**src/rtl/ringosc_freq_meter_if.sv**
```systemverilog
// ringosc_freq_meter_if: osc/enable inputs and measurement outputs of ringosc_freq_meter.
// res_min/res_max exist only when RINGOSC_MINMAX_EN is defined.
interface ringosc_freq_meter_if #(
    parameter int CNT_W = 24
);
    logic             osc_in;
    logic             enable;
    logic [CNT_W-1:0] result;
    logic             result_valid;
    logic             overflow;
    logic [7:0]       led;
`ifdef RINGOSC_MINMAX_EN
    logic [CNT_W-1:0] res_min;
    logic [CNT_W-1:0] res_max;
    modport master (input osc_in, enable, output result, result_valid, overflow, led, res_min, res_max);
    modport slave (output osc_in, enable, input result, result_valid, overflow, led, res_min, res_max);
`else
    modport master (input osc_in, enable, output result, result_valid, overflow, led);
    modport slave (output osc_in, enable, input result, result_valid, overflow, led);
`endif
endinterface

```
**src/rtl/ringosc_freq_meter.sv**
```systemverilog
// ringosc_freq_meter: counts synchronised ring-oscillator rising edges over back-to-back gate windows.
// Optional RINGOSC_MINMAX_EN adds running min/max of published results.
module ringosc_freq_meter #(
    parameter int GATE_CYCLES = 50000000,
    parameter int CNT_W       = 24,
    parameter int SYNC_STAGES = 2,
    parameter int LED_LSB     = 12
) (
    input logic                  clk,
    input logic                  rst_n,
    ringosc_freq_meter_if.master bus
);
    localparam int GW = $clog2(GATE_CYCLES);
    localparam int AW = $clog2(SYNC_STAGES + 1);

    typedef enum logic [1:0] {IDLE, ARM, GATE} state_t;

    state_t           state, state_d;
    logic [SYNC_STAGES-1:0] sync;
    logic             prev;
    logic [AW-1:0]    arm_ctr;
    logic [GW-1:0]    gate_ctr;
    logic [CNT_W-1:0] edge_ctr, cnt_d, result;
    logic             ovf, result_valid, overflow;
    logic [7:0]       led;
    logic             rise, at_max, start, arm_go, gating, term;

    always_ff @(posedge clk or negedge rst_n) begin
        if (!rst_n) begin
            sync <= '0;
            prev <= 1'b0;
        end else begin
            sync <= {sync[SYNC_STAGES-2:0], bus.osc_in};
            prev <= sync[SYNC_STAGES-1];
        end
    end

    always_ff @(posedge clk or negedge rst_n) begin
        if (!rst_n) state <= IDLE;
        else state <= state_d;
    end

    always_comb begin
        rise    = sync[SYNC_STAGES-1] & ~prev;
        at_max  = &edge_ctr;
        cnt_d   = at_max ? edge_ctr : edge_ctr + CNT_W'(rise);
        start   = state == IDLE && bus.enable;
        arm_go  = state == ARM && bus.enable && arm_ctr == '0;
        gating  = state == GATE && bus.enable;
        term    = gating && gate_ctr == '0;
        state_d = !bus.enable ? IDLE : start ? ARM : arm_go ? GATE : state;
    end

    // Terminal cycle reloads the window and folds in this cycle's edge, so windows abut exactly.
    always_ff @(posedge clk or negedge rst_n) begin
        if (!rst_n) begin
            arm_ctr      <= '0;
            gate_ctr     <= '0;
            edge_ctr     <= '0;
            ovf          <= 1'b0;
            result       <= '0;
            result_valid <= 1'b0;
            overflow     <= 1'b0;
            led          <= '0;
        end else begin
            result_valid <= term;
            if (start) arm_ctr <= AW'(SYNC_STAGES);
            else if (state == ARM && arm_ctr != '0) arm_ctr <= arm_ctr - 1'b1;
            if (arm_go || term) begin
                gate_ctr <= GW'(GATE_CYCLES - 1);
                edge_ctr <= '0;
                ovf      <= 1'b0;
            end else if (gating) begin
                gate_ctr <= gate_ctr - 1'b1;
                edge_ctr <= cnt_d;
                ovf      <= ovf | (rise & at_max);
            end
            if (term) begin
                result   <= cnt_d;
                overflow <= ovf | (rise & at_max);
                led      <= 8'(cnt_d >> LED_LSB);
            end
        end
    end

    assign bus.result       = result;
    assign bus.result_valid = result_valid;
    assign bus.overflow     = overflow;
    assign bus.led          = led;

`ifdef RINGOSC_MINMAX_EN
    logic [CNT_W-1:0] res_min, res_max;

    always_ff @(posedge clk or negedge rst_n) begin
        if (!rst_n) begin
            res_min <= '1;
            res_max <= '0;
        end else if (start) begin
            res_min <= '1;
            res_max <= '0;
        end else if (term) begin
            res_min <= cnt_d < res_min ? cnt_d : res_min;
            res_max <= cnt_d > res_max ? cnt_d : res_max;
        end
    end

    assign bus.res_min = res_min;
    assign bus.res_max = res_max;
`endif
endmodule
```
**src/flat_wrapper.sv**
```systemverilog
// flat-port wrapper written by rule: the top's interface ports become plain ports
module ringosc_freq_meter_flat 
#(
    parameter int GATE_CYCLES = 50000000,
    parameter int CNT_W       = 24,
    parameter int SYNC_STAGES = 2,
    parameter int LED_LSB     = 12
)
  (clk, rst_n, bus_osc_in, bus_enable, bus_result, bus_result_valid, bus_overflow, bus_led);
  ringosc_freq_meter_if #(.CNT_W(CNT_W)) bus_i ();
  input logic clk;
  input logic rst_n;
  input wire logic [$bits(bus_i.osc_in)-1:0] bus_osc_in;
  input wire logic [$bits(bus_i.enable)-1:0] bus_enable;
  output wire logic [$bits(bus_i.result)-1:0] bus_result;
  output wire logic [$bits(bus_i.result_valid)-1:0] bus_result_valid;
  output wire logic [$bits(bus_i.overflow)-1:0] bus_overflow;
  output wire logic [$bits(bus_i.led)-1:0] bus_led;
  assign bus_i.osc_in = bus_osc_in;
  assign bus_i.enable = bus_enable;
  assign bus_result = bus_i.result;
  assign bus_result_valid = bus_i.result_valid;
  assign bus_overflow = bus_i.overflow;
  assign bus_led = bus_i.led;
  ringosc_freq_meter #(.GATE_CYCLES(GATE_CYCLES), .CNT_W(CNT_W), .SYNC_STAGES(SYNC_STAGES), .LED_LSB(LED_LSB)) u_core (.clk(clk), .rst_n(rst_n), .bus(bus_i));
endmodule
```
**config.mk**
```make
export PLATFORM = sky130hd
export DESIGN_NAME = ringosc_freq_meter_flat
export DESIGN_NICKNAME = d
export VERILOG_FILES = /design/src/rtl/ringosc_freq_meter_if.sv /design/src/rtl/ringosc_freq_meter.sv /design/src/flat_wrapper.sv
export SDC_FILE = /design/constraint.sdc
export NUM_CORES = 1
export LEC_CHECK = 0
export ABC_AREA = 1
export CAP_MARGIN = 20
export CORE_UTILIZATION = 30
export DETAILED_ROUTE_END_ITERATION = 8
export PLACE_DENSITY = 0.59
export SYNTH_ARGS = -nofsm -noshare
export SYNTH_HDL_FRONTEND = slang
export SYNTH_SLANG_ARGS = --single-unit
```
**constraint.sdc**
```tcl
create_clock -name clk -period 1.73 [get_ports clk]
set_input_delay 0.346 -clock clk [delete_from_list [all_inputs] [get_ports clk]]
set_output_delay 0.346 -clock clk [all_outputs]
set_load 0.02 [all_outputs]
```
==> metrics.cfg <==
[cells_and_area]
syn2layout_area_growth_pct=36.07
utilization=0.4240
antenna_cells=0
final_area_um2=6541
nets=788
layout-drive-gt1-share=0.2076

[clocking]
clk_pin_slew_ps=60
clk_latency_ps=340
cts.sinks=84
cts-htree-levels=3
cts_tree=done
cts_root_buf=clkbuf_16
clock_path_buffers=2
cts_buffers=9

[synthesis]
netlist_area_um2=4807
yosysSeqAreaShare=0.4373
synth_compound_area_frac=0.02811
synth_edf_count=0
synth.area.top_cells=dfrtp_1, nand2_1, nand3_1
syn_avg_cell_area_um2=7.111
netlist.area_leader.share=0.4373
synthAdderAreaFrac=0.01041
synth_most_common_cell=nand2_1
synth_top_family_by_area=simple AND/OR/NAND/NOR gates
synth_top_area_cell=dfrtp_1
synthFlopType=dfrtp_1
post_synth_num_cell_types=33
ys_warn_count=0
synthesis.nets=684
async_flop_share=1.000
ys_seq_elements=84
synth_cells=676
synth-simple-area-share=0.4136
synth_xor_area_frac=0.01822
muxShareOfSynthArea=0
synth_common_cells=nand2_1, dfrtp_1, nand3_1

[global_route]
overflow=0
antenna_found_initial=0
grt_pass1_vias=4502
grt_max_degree=33
grt_first_pass_wirelength_mm=21.63
grtUsageTotal=0.1649

[sta]
finClkSkew_ps=5.891
worst_pin_slew_ps=397.8
maxSlewViolCount=0
slew_headroom=0.7348
fin_hold_ws_ps=348.0
fin_crit_sh=0.9678
fin_ws_ps=55.70
fmax_mhz=597.3
rsz0062_at_grt=yes
setup_violations=0
hold_violations=0
finalCriticalPeriod_ps=1674

[floorplan]
die-height_um=128.6
initial_core_util=0.3116
dieArea_um2=16530
core_area_um2=15430
ios=38
rows=45
die_width_um=128.6

[drt]
postRouteAntennaNets=0
first_pass_iters=4
vias=4554
drc=0
post_drt_wl_per_cell_um=12.65
vias_per_cell=4.572
drt-initial-drc-count=199
drt_wl_total_mm=12.60

[placed_design]
place_area_um2=5812
dp_slack_ps=-540.2
io_buffers=37
place.gp.congestion=0.8893
dp_hpwl_mm=8.867

[worst_setup_path]
critPathTopFamily=buffers and inverters
cp_cell_sequence=clkdlybuf4s50_1
crit_buf_inv=1
worstPathMaxFanout=2
worstSetupEndpointType=primary output
cp.arrival_ps=1330
start_kind=register
worst-setup-path-type=register to primary output
required_ps=1380
cp_slowest_stage_delay_ps=610
slowest_stage=clkdlybuf4s50_1

[power]
peakVddDrop_mv=0.5104
power.density_nw_per_um2=952.6
p_leak_nw=3.197
finalPower_mw=6.231

[flow_run]
drv_cap=0

[min_path]
hp-class=register to register

[run_status]
status=complete, no violations

[cell usage in the layout (no fill, tap or decap), drive strengths merged, types with 2 or more instances in the layout]
master | Yosys | layout
nand4 | 12 | 12
clkbuf | 6 | 12
bufinv | 0 | 3
clkdlybuf4s50 | 0 | 35
o21ai | 15 | 15
buf | 22 | 82
xnor2 | 2 | 2
nor2 | 91 | 91
xor2 | 8 | 8
nor3 | 11 | 12
clkinv | 0 | 2
ha | 4 | 4
dfrtp | 84 | 84
a31oi | 5 | 5
or2 | 5 | 5
a21oi | 4 | 4
nand2 | 247 | 247
inv | 67 | 67
nand3 | 85 | 85
nand3b | 4 | 4
[repair_timing]
action / 4_1_cts / 5_1_grt
hold buffers: 1 / 0
setup buffers: 9 / 2
gates cloned: 1 / 1
pin swaps: 6 / 14
setup endpoints to repair: 71 / 66
endpoints found under the hold margin: 26 / 0
gates resized for setup: 19 / 53
[worst paths after layout]
kind / slack, ps / cells after the start / endpoint / startpoint
worst max-delay path: 60 / 1 / bus_result[1] / u_core.bus.result[1]$_DFFE_PN0P_
worst min-delay path: 350 / 0 / u_core.sync[1]$_DFF_PN0_ / u_core.sync[0]$_DFF_PN0_
worst max register to register: 70 / 11 / u_core.edge_ctr[8]$_DFFE_PN0P_ / u_core.sync[1]$_DFF_PN0_
worst min register to register: 350 / 0 / u_core.sync[1]$_DFF_PN0_ / u_core.sync[0]$_DFF_PN0_
max in group asynchronous: 740 / 3 / u_core.gate_ctr[19]$_DFFE_PN0P_ / rst_n
min in group asynchronous: 470 / 2 / u_core.bus.result[6]$_DFFE_PN0P_ / rst_n
[power by group]
part / internal [mW] / switching, mW / total, mW
clock network: 1.41 / 0.790 / 2.20
registers: 2.23 / 0.178 / 2.41
logic: 0.731 / 0.893 / 1.62
total: 4.37 / 1.86 / 6.23
[logic make-up (layout without fill, tap and decap cells)]
logic type | after synthesis | count (layout)
flip-flops | 84 | 84
AND/OR/NAND/NOR | 458 | 459
buffers and inverters | 95 | 203
XOR/XNOR | 10 | 10
adder cells (fa/ha/maj) | 4 | 4
AO/OA/AOI/OAI | 25 | 25
[through the flow]
step / instances / TNS [ps]
after global routing: 996 / -307.1
after CTS: 993 / 0
final: 996 / 0
after global placement: 966 / -27000
after floorplan: 676 / 0
after detailed placement: 966 / -27990
[sequential cells by signal, summed over array words and instances (netlist names)]
register                 cells
u_core.arm_ctr               2
u_core.bus.led               7
u_core.bus.overflow          1
u_core.bus.result           17
u_core.bus.result_valid      1
u_core.edge_ctr             24
u_core.gate_ctr             26
u_core.ovf                   1
u_core.prev                  1
u_core.state                 2
u_core.sync                  2
[final cells by class]
class / instances / area, um2
flip-flops and latches: 84 / 2107
multi-input cells: 498 / 2454
fillers: 1624 / 8886
clock buffers: 11 / 232.7
inverters: 67 / 254.0
clock inverters: 5 / 100.1
repair buffers: 120 / 1130
well taps: 211 / 264.0
[per-layer routing]
metal | vias to the layer above | part of all wire | global-route usage
met5 | - | 0 | 0
met4 | 0 | 0.020 | 0.04706
li1 | 2335 | - | -
met3 | 23 | 0.039 | 0.03326
met2 | 79 | 0.49 | 0.2893
met1 | 2117 | 0.45 | 0.2042
Note: power is estimated with default switching activity, not from simulation.
